**config.mk**
```make
export PLATFORM = sky130hd
export DESIGN_NAME = retire_trace_fifo
export DESIGN_NICKNAME = d
export VERILOG_FILES = /design/src/rtl/retire_trace_fifo.sv
export SDC_FILE = /design/constraint.sdc
export NUM_CORES = 1
export LEC_CHECK = 0
export ABC_AREA = 1
export BUFFER_PORTS_ARGS = -buffer_cell sky130_fd_sc_hd__clkbuf_2
export CORE_AREA = 2 2 391 393
export DETAILED_ROUTE_END_ITERATION = 10
export DIE_AREA = 0 0 393 395
export HOLD_SLACK_MARGIN = 0.12
export PLACE_DENSITY = 0.5
export SLEW_MARGIN = 20
export SYNTH_ARGS = -nofsm -noshare
export SYNTH_HDL_FRONTEND = slang
export SYNTH_SLANG_ARGS = --single-unit
```
**constraint.sdc**
```tcl
create_clock -name clk -period 17.5 [get_ports clk]
set_input_delay 2.625 -clock clk [delete_from_list [all_inputs] [get_ports clk]]
set_output_delay 2.625 -clock clk [all_outputs]
set_load 0.01 [all_outputs]
```
**src/rtl/retire_trace_fifo.sv**
```systemverilog
// Captures one trace record per retired instruction and drains it as four 32-bit words.
// Latency: a record written at edge N presents W0 on out_data in the cycle after N.
// Backpressure: out_data holds while out_ready is low; when full, new records are dropped and counted.
module retire_trace_fifo #(
  parameter int DEPTH = 8
) (
  input  logic        clk,
  input  logic        reset,
  input  logic        trace_en,
  input  logic        retire_valid,
  input  logic [31:0] retire_pc,
  input  logic [6:0]  retire_op,
  input  logic [4:0]  retire_rd,
  input  logic        retire_regwrite,
  input  logic [31:0] retire_result,
  input  logic        retire_dmem_we,
  input  logic [31:0] retire_dmem_addr,
  output logic        out_valid,
  output logic [31:0] out_data,
  output logic        out_last,
  input  logic        out_ready,
  output logic [15:0] drop_count,
  output logic [$clog2(DEPTH):0] fifo_level
);

  localparam int AW = $clog2(DEPTH);

  // Each entry holds the four output words pre-formatted; [0] is W0 (pc).
  logic [3:0][31:0] mem [DEPTH];

  logic [AW:0]  wr_ptr;
  logic [AW:0]  rd_ptr;
  logic [1:0]   wi;
  logic [15:0]  seq;
  logic         ovf_pend;

  logic         full;
  logic         empty;
  logic         capture;
  logic         push;
  logic         drop;
  logic         xfer;
  logic         pop;
  logic [31:0]  rec_w1;
  logic [31:0]  rec_w2;
  logic [3:0][31:0] new_rec;

  // Extra pointer MSB distinguishes full from empty when the index bits match.
  assign empty   = (wr_ptr == rd_ptr);
  assign full    = (wr_ptr[AW] != rd_ptr[AW]) && (wr_ptr[AW-1:0] == rd_ptr[AW-1:0]);

  assign capture = retire_valid && trace_en;
  assign push    = capture && !full;
  assign drop    = capture && full;

  assign out_valid  = !empty;
  assign xfer       = out_valid && out_ready;
  assign pop        = xfer && (wi == 2'd3);
  assign out_last   = out_valid && (wi == 2'd3);
  assign fifo_level = wr_ptr - rd_ptr;

  // Output word is a plain read of the head entry, so async reset clears it at once.
  assign out_data = out_valid ? mem[rd_ptr[AW-1:0]][wi] : 32'h0;

  assign rec_w1  = {seq, retire_op, retire_rd, retire_regwrite, retire_dmem_we, ovf_pend, 1'b0};
  assign rec_w2  = retire_regwrite ? retire_result : 32'h0;
  assign new_rec = {retire_dmem_addr, rec_w2, rec_w1, retire_pc};

  // Record storage; contents need no reset since pointers gate visibility.
  always_ff @(posedge clk) begin
    if (push) begin
      mem[wr_ptr[AW-1:0]] <= new_rec;
    end
  end

  // Write side: pointer, sequence number, overflow tagging and drop counter.
  always_ff @(posedge clk or posedge reset) begin
    if (reset) begin
      wr_ptr     <= '0;
      seq        <= 16'h0;
      ovf_pend   <= 1'b0;
      drop_count <= 16'h0;
    end else begin
      if (capture) begin
        seq <= seq + 16'd1;
      end
      if (push) begin
        wr_ptr   <= wr_ptr + (AW+1)'(1);
        ovf_pend <= 1'b0;
      end
      if (drop) begin
        ovf_pend <= 1'b1;
        if (drop_count != 16'hFFFF) begin
          drop_count <= drop_count + 16'd1;
        end
      end
    end
  end

  // Read side: word serializer; the head pops after its last word transfers.
  always_ff @(posedge clk or posedge reset) begin
    if (reset) begin
      rd_ptr <= '0;
      wi     <= 2'd0;
    end else if (xfer) begin
      wi <= wi + 2'd1;
      if (pop) begin
        rd_ptr <= rd_ptr + (AW+1)'(1);
      end
    end
  end

endmodule

```
* After elaboration in Yosys (flattened, before gate mapping)
Memories as Yosys holds them, arrays and structs flattened.
Cells that the tools add are included.
** Storage, ports and cells
- Output and inout port bits :: 54
- Latch bits :: 0
- Word-level logic and storage cells :: 39
- Bits of input ports :: 115
- Bits in read-only memories :: 0
- Register bits :: 43
- Memories kept :: 1
- Bits in writable memories :: 1016
** Memories
- mem :: depth 8, width 127, read ports 1, clocked after Yosys merged registers in 0, write ports 1, line 29 : logic [3:0][31:0] mem [DEPTH];
** Operators by class
- Div/mod/pow operators :: 0
- Bitwise logic cells :: 0
- Magnitude comparators :: 1
- $add $sub $neg :: 6
- Equal/unequal tests :: 5
- Reductions and logical operators :: 12
- Shifts and indexed selects :: 0
- Multipliers :: 0
- Mux-type cells :: 8
** Operator list (count)
- $mux 32 :: 3
- $bmux 32 s2 :: 1
- $add 16x1->16 const B :: 2
- $ne 16x16->1 const B :: 1
- $add 4x1->4 const B :: 2
- $logic_and 1x1->1 :: 7
- $eq 4x4->1 :: 1
- $mux 1 :: 4
- $reduce_and 2->1 :: 2
- $sub 4x4->4 :: 1
- $eq 3x3->1 :: 1
- $lt 2x3->1 const B :: 1
- $add 2x1->2 const B :: 1
- $eq 2x2->1 const B :: 1
- $logic_not 1->1 :: 2
- $reduce_bool 2->1 :: 1
- $ne 1x1->1 :: 1

* Longest topological paths before layout
Gate-level depths: netlist of run 1.
- Depth after elaboration :: 6
- Depth in mapped cells :: 14
- Gate-level depth less buffers :: 11

* Worst setup path after synthesis of run 1
No wires, ideal clock.
- Path kind :: in2reg
- Start point :: input retire_valid
- End point :: memory mem[7][0] (netlist name) (enable)
- Path buffers :: 0
- Slack :: 8404 ps
- Library setup time :: 617 ps
- Stages :: 6
- Arrival :: 8479 ps
- Required time :: 16883 ps
- Cells stage by stage :: nand2_2 inv_1 nand2_1 inv_1 nand2_1 nor2_1
** Between the ends
- Word-level cells in the longest chain between the ends :: 4
** Ends and longest elaborated chain
- start: declaration :: line 10 : input logic retire_valid,
- $logic_and 1x1->1 :: line 52 : assign capture = retire_valid && trace_en;
- $logic_and 1x1->1 :: line 53 : assign push = capture && !full;
- $mux 1 :: line 71 : if (push) begin
- $mux 1 (implied by the code) :: line 72 : mem[wr_ptr[AW-1:0]] <= new_rec;
- end: declaration :: line 29
No other way between the ends.

* Final worst setup path of run 1
- Start point :: register rd_ptr[0]
- End point :: output out_data[5]
** Between the ends
- Word-level cells in the longest chain between the ends :: 4
- Elaborated cells on any way between the ends :: 5
- Classes of those cells :: eq/ne: 1; mux: 3; memory: 1
** Ends and longest elaborated chain
- start: declaration :: line 32 : logic [AW:0] rd_ptr;
- start signal: assignment :: line 108 : rd_ptr <= rd_ptr + (AW+1)'(1);
- $mem_v2 8x127
- $bmux 32 s2 :: line 63 : assign out_data = out_valid ? mem[rd_ptr[AW-1:0]][wi] : 32'h0;
- $mux 32 (implied by the code) :: line 63
- $mux 32 * :: line 63
- end: declaration :: line 19 : output logic [31:0] out_data,
Every way passes the cells marked *; elsewhere a longest branch is shown, timed or not. The select of a mux whose other input is x is not followed.

==> flow_metrics.py, run 1 <==
metrics = {
    "die": {
        "std_cell_rows": 143,
        "die_h_um": 395,
        "die_w_um": 393,
        "dieArea_mm2": 0.155,
        "coreArea_mm2": 0.151,
        "io_pins": 169,
        "initial_core_util": 0.298,
    },
    "pwr": {
        "vdd_drop_max_mv": 0.122,
        "powerDensity_mw_per_mm2": 162,
        "switching_share": 0.388,
        "power.net_switching_mw": 3.22,
        "p_int_mw": 5.09,
        "clkPwrFrac": 0.272,
        "p_comb_frac": 0.346,
        "seqPwrFrac": 0.382,
        "leakagePower_nw": 20.1,
    },
    "cts": {
        "ctsResizeCount": 0,
        "cts_buffers": 108,
        "clock-sinks": 1059,
        "cts_root_buf": "clkbuf_16",
        "clk_path_buf_depth": 3,
        "clock_latency_ns": 0.71,
        "h-tree-depth": 3,
        "cts-hold-fix-buffers": 0,
        "post_cts_buffers": 0,
        "tritoncts": "done",
        "cts.clk_slew.worst_paths_ns": 0.06,
    },
    "global_routing": {
        "grt_pass1_wl_mm": 185,
        "grt_overflow": 0,
        "antenna_found_initial": 16,
        "grt_use_total": 0.159,
        "grt_max_degree": 187,
        "first_global_vias": 27700,
    },
    "routing": {
        "first_iter_violations": 2097,
        "vias_per_cell": 4.57,
        "wl_per_cell_um": 19.8,
        "wl_mm": 124,
        "post-route-drc-count": 0,
        "detail-route-antenna-nets": 0,
        "vias": 28600,
        "dr.pass1.iters": 5,
    },
    "critical_path": {
        "crit_required_ns": 14.88,
        "worstReg2RegEnd": "mem[6][103]$_DFFE_PP_",
        "critPathCaptureType": "primary output",
        "r2r_cells": 11,
        "r2r_start": "rd_ptr[2]$_DFFE_PP0P_",
        "startpoint": "rd_ptr[0]$_DFFE_PP0P_",
        "rrSetupSlack_ns": 12.73,
        "cp.arrival_ns": 5.27,
        "crit_path_end": "out_data[5]",
        "cp-start-kind": "flip-flop",
        "cp_max_fo": 176,
        "worst-setup-path-type": "reg -> out",
    },
    "finish": {
        "fin_util": 0.338,
        "multiInputGateArea_mm2": 0.0106,
        "nets": 4262,
        "ff_latch_area_mm2": 0.0316,
        "fill_cells": 15100,
        "drive_gt1_frac": 0.108,
        "area_delta_synth_final_pct": 13.5,
    },
    "timing": {
        "post-route-min-period_ns": 7.90,
        "finalHoldViolations": 0,
        "fmax_ghz": 0.127,
        "rsz0062_at_grt": "false",
        "tns_ns": 0,
        "finalMaxSlewViolations": 0,
        "relSlewSlack": 0.186,
        "worst_pin_slew_ns": 1.22,
        "finalCritPeriodShare": 0.451,
        "fin_worst_skew_ns": 0.0259,
        "setup_viol": 0,
    },
    "placed_design": {
        "hpwl_mm": 64.2,
        "place_congestion": 0.738,
        "io_buffer_count": 168,
    },
    "yosys": {
        "ys_top_cells_by_area": "edfxtp_1 (68%), nand2_1 (9.5%), nand3_1 (6.1%), inv_1 (3.8%), dfrtp_1 (2.4%)",
        "ys_ff_latch": 1059,
        "yosysUniqueCellTypes": 32,
        "syn_nets": 4160,
        "syn_area_mm2": 0.0451,
        "yosysWarningCount": 0,
        "syn_inst": 4036,
        "seq_area_frac_synth": 0.701,
        "synth_top_area_cell": "edfxtp_1",
        "yosysTopAreaCellShare": 0.677,
        "syn_area_per_cell_um2": 11.2,
    },
    "worst_hold_path": {
        "hold_class": "reg -> reg",
        "min_path_cells": 1,
    },
    "outcome": {
        "status": "finished, final reports clean",
    },
    "job": {
        "maxCapViolations": 0,
    },
}
## sequential cells by signal (all words and copies together), names as in the netlist
signal,count
seq,16
drop_count,16
wr_ptr,4
wi,2
rd_ptr,4
mem,1016
ovf_pend,1
## critical path, cell delays in order (launching register included)
cell and delay (ns):
dfrtp_4 0.71, inv_8 0.59, buf_12 0.60, buf_4 0.82, nand2_1 0.10, nand2_1 0.10
nand2_1 0.05, nand3_1 0.10, nand3_1 0.08, nand2_1 0.09, nand2_1 0.08, a21oi_1 0.57
clkbuf_2 0.25
## how the worst min path moves through the flow
stage / slack, ns / to / startpoint
after floorplan: 0.46 / wr_ptr[3]$_DFFE_PP0P_ / wr_ptr[3]$_DFFE_PP0P_
after global placement: 0.47 / wr_ptr[3]$_DFFE_PP0P_ / wr_ptr[3]$_DFFE_PP0P_
after detailed placement: 0.48 / wr_ptr[3]$_DFFE_PP0P_ / wr_ptr[3]$_DFFE_PP0P_
after CTS: 0.49 / wr_ptr[3]$_DFFE_PP0P_ / wr_ptr[3]$_DFFE_PP0P_
after global routing: 0.50 / wr_ptr[3]$_DFFE_PP0P_ / wr_ptr[3]$_DFFE_PP0P_
final: 0.48 / wr_ptr[3]$_DFFE_PP0P_ / wr_ptr[3]$_DFFE_PP0P_
## per-stage QoR
| stage | worst slack (ns) | hold WS [ns] | total power, mW | area [um2] | cells |
|---|---|---|---|---|---|
| after global placement | 10.27 | 0.473 | 6.14 | 47700 | 6058 |
| after detailed placement | 10.31 | 0.476 | 6.15 | 47700 | 6058 |
| after global routing | 9.25 | 0.502 | 8.80 | 51200 | 6260 |
| after floorplan | 8.40 | 0.460 | 5.11 | 45100 | 4036 |
| final | 9.60 | 0.482 | 8.31 | 51200 | 6261 |
| after CTS | 9.49 | 0.488 | 8.43 | 51200 | 6260 |
## kinds of logic (layout without fill, tap and decap cells)
| logic type | after synthesis | in the layout | share of synthesized area |
|---|---|---|---|
| other cells | 0 | 1 | 0 |
| mux | 1 | 1 | 0.000250 |
| fa+ha+maj | 9 | 9 | 0.00267 |
| simple gates | 2001 | 2001 | 0.184 |
| buf+inv | 677 | 871 | 0.0657 |
| xor+xnor | 36 | 36 | 0.00700 |
| compound gates | 253 | 253 | 0.0392 |
| flops | 1059 | 1059 | 0.701 |
## per-layer routing
metal / vias up / track usage / wire (um)
li1: 13800 / - / -
met1: 14000 / 0.220 / 56800
met2: 644 / 0.258 / 58200
met3: 171 / 0.0244 / 6010
met4: 16 / 0.0422 / 2600
met5: - / 0 / 103
## synth_stat cells, drive strengths merged
| master | n |
|---|---|
| fa | 1 |
| edfxtp | 1016 |
| a21oi | 10 |
| o211ai | 117 |
| nor2 | 269 |
| clkbuf | 55 |
| nand4 | 4 |
| buf | 166 |
| nor3 | 11 |
| dfrtp | 43 |
| inv | 455 |
| xnor2 | 10 |
| xor2 | 26 |
| clkinv | 1 |
| nand2 | 1148 |
| ha | 8 |
| or2 | 23 |
| o21ai | 125 |
| nand3 | 546 |
| mux2 | 1 |
| o31ai | 1 |
## final cells by class
cell class	count	area share
Clock inverter	64	0.0112
Inverter	456	0.0339
Clock buffer	138	0.0560
Tap cell	2030	0.0497
Sequential cell	1059	0.618
Timing Repair Buffer	213	0.0248
Multi-Input combinational cell	2300	0.207
Antenna cell	1	0.0000489
## power by group through the flow
| stage | registers [mW] | logic [mW] | clock network, mW |
|---|---|---|---|
| after detailed placement | 3.23 | 2.92 | 0 |
| after CTS | 3.18 | 2.93 | 2.32 |
| final | 3.17 | 2.87 | 2.26 |
| after global routing | 3.19 | 3.19 | 2.42 |
| after floorplan | 3.17 | 1.94 | 0 |
| after global placement | 3.23 | 2.91 | 0 |
## cell usage in the layout, fill, tap and decap left out, drive strengths merged
cell | netlist | final
xor2 | 26 | 26
nand4 | 4 | 4
or2 | 23 | 23
clkinv | 1 | 52
buf | 166 | 45
fa | 1 | 1
diode | 0 | 1
ha | 8 | 8
a21oi | 10 | 10
dfrtp | 43 | 43
clkinvlp | 0 | 1
nand3 | 546 | 546
nor3 | 11 | 11
nor2 | 269 | 269
bufinv | 0 | 8
xnor2 | 10 | 10
edfxtp | 1016 | 1016
o21ai | 125 | 125
mux2 | 1 | 1
clkbuf | 55 | 306
o31ai | 1 | 1
o211ai | 117 | 117
inv | 455 | 459
nand2 | 1148 | 1148
No activity file was read; power rests on OpenSTA's default activity.
==> inputs of run 2 (changes only) <==
- clock period: 17.5 -> 7.4 ns (I/O delays scaled with it)
==> run 2 against run 1 <==
Net effect:
- non-clock buffer count is 3 lower
- worst hold slack better by 0.0056 ns
- clock power is 140% higher
- critical path type unchanged
==> flow_metrics.py, run 2 (synthesized netlist as in run 1, its figures left out) <==
metrics = {
    "critical_path": {
        "crit_chain": "inv_8 > buf_4 > nor2_1 > nor2_1 > o21ai_0 > nand3_1 > nand3_1 > nand2_1 > nor2_1 > nor2_1 > clkbuf_2",
        "worst-setup-path-type": "reg -> out",
        "slowest_delay_ns": 0.77,
        "cp.arrival_ns": 4.61,
        "critPathCaptureType": "primary output",
        "crit_required_ns": 6.29,
        "critPathMostFrequentCell": "nor2_1",
        "cpMaxStageDelayCell": "dfrtp_4",
        "cp-start-kind": "flip-flop",
        "cp_max_fo": 128,
    },
    "cts": {
        "h-tree-depth": 3,
        "tritoncts": "done",
        "cts.clk_slew.worst_paths_ns": 0.06,
        "clock_latency_ns": 0.72,
        "cts-hold-fix-buffers": 0,
        "cts_root_buf": "clkbuf_16",
        "post_cts_buffers": 0,
        "ctsResizeCount": 0,
        "cts_buffers": 109,
        "clk_path_buf_depth": 3,
        "clock-sinks": 1059,
    },
    "pwr": {
        "leakagePower_nw": 20.1,
        "powerDensity_mw_per_mm2": 384,
        "vdd_drop_max_mv": 0.303,
    },
    "timing": {
        "finalCritPeriodShare": 0.773,
        "finalHoldViolations": 0,
        "worst_pin_slew_ns": 1.09,
        "relSlewSlack": 0.271,
        "fmax_ghz": 0.175,
        "finalMaxSlewViolations": 0,
        "rsz0062_at_grt": "false",
        "post-route-min-period_ns": 5.72,
        "fin_worst_skew_ns": 0.0279,
        "whs_ns": 0.488,
        "setup_viol": 0,
        "worst_slack_ns": 1.68,
    },
    "die": {
        "die_w_um": 393,
        "initial_core_util": 0.298,
        "coreArea_mm2": 0.151,
        "std_cell_rows": 143,
        "io_pins": 169,
        "die_h_um": 395,
        "dieArea_mm2": 0.155,
    },
    "global_routing": {
        "first_global_vias": 27600,
        "grt_use_total": 0.160,
        "grt_overflow": 0,
        "antenna_found_initial": 26,
        "grt_max_degree": 195,
        "grt_pass1_wl_mm": 185,
    },
    "worst_hold_path": {
        "hold_class": "reg -> reg",
    },
    "finish": {
        "drive_gt1_frac": 0.105,
        "nets": 4260,
        "fill_cells": 15000,
        "multiInputGateArea_mm2": 0.0106,
        "largest_reg_flops": 1016,
        "area_delta_synth_final_pct": 13.8,
        "final_cell_mix": "nand2_1 (1,146), edfxtp_1 (1,016), nand3_1 (546)",
        "ff_latch_area_mm2": 0.0316,
        "final_common_cell": "nand2_1",
    },
    "job": {
        "maxCapViolations": 0,
    },
    "routing": {
        "dr.pass1.iters": 5,
        "wl_mm": 126,
        "detail-route-antenna-nets": 0,
        "vias_per_cell": 4.57,
        "vias": 28600,
        "post-route-drc-count": 0,
        "first_iter_violations": 2302,
        "wl_per_cell_um": 20.1,
    },
    "placed_design": {
        "place_congestion": 0.749,
        "hpwl_mm": 65.5,
        "io_buffer_count": 168,
        "dp_slack_ns": 2.31,
    },
    "outcome": {
        "status": "finished, final reports clean",
    },
}
## run 2: cell count changes in the layout (fill, tap and decap cells not counted), sizes merged
cell | previous run | this run
inv | 459 | 457
clkbuf | 306 | 308
clkinvlp | 1 | 0
diode | 1 | 6
clkinv | 52 | 48
buf | 45 | 42
## run 2: through the flow
step                total power [mW]  cell area (um2)  TNS (ns)  utilization  cells
CTS                             20.0            51300         0        0.339   6252
floorplan                       12.1            45100   -206.56            -   4036
global placement                14.6            47800         0        0.316   6055
detailed placement              14.6            47800         0        0.316   6055
finish                          19.7            51300         0        0.339   6258
global route                    20.9            51300         0        0.339   6256
## run 2: per-layer routing
metal / vias to the layer above / track usage / routed length, um / share of wire
met4: 24 / 0.0549 / 3450 / 0.027
li1: 13800 / - / - / -
met1: 14000 / 0.218 / 56900 / 0.45
met5: - / 0 / 126 / 0.0010
met2: 649 / 0.254 / 57900 / 0.46
met3: 179 / 0.0322 / 7230 / 0.058
## run 2: worst max-delay path, delay by kind of cell (launching register included)
| family | cells | cell delay [ns] |
|---|---|---|
| AOI/OAI and AO/OA | 1 | 0.09 |
| buffers and inverters | 3 | 1.54 |
| DFF | 1 | 0.77 |
| and+or+nand+nor | 7 | 1.33 |
## run 2: cell type report
type                            count  share of cell area
Clock inverter                     57              0.0104
Multi-Input combinational cell   2300               0.206
Timing Repair Buffer              210              0.0267
Antenna cell                        6            0.000293
Sequential cell                  1059               0.616
Inverter                          456              0.0338
Tap cell                         2030              0.0495
Clock buffer                      140              0.0571
## run 2: path summary, 6_finish.rpt
check / start / endpoint / cells after the start / slack, ns
max: rd_ptr[0]$_DFFE_PP0P_ / out_data[4] / 11 / 1.68
min: wr_ptr[3]$_DFFE_PP0P_ / wr_ptr[3]$_DFFE_PP0P_ / 1 / 0.49
max reg2reg: rd_ptr[1]$_DFFE_PP0P_ / mem[3][9]$_DFFE_PP_ / 10 / 2.92
min reg2reg: wr_ptr[3]$_DFFE_PP0P_ / wr_ptr[3]$_DFFE_PP0P_ / 1 / 0.49
max in group asynchronous: reset / rd_ptr[0]$_DFFE_PP0P_ / 3 / 6.35
min in group asynchronous: reset / drop_count[15]$_DFFE_PP0P_ / 3 / 0.54
## run 2: report_power, final
group / internal, mW / switching (mW)
logic: 1.88 / 4.93
registers: 7.15 / 0.383
clock network: 3.06 / 2.31
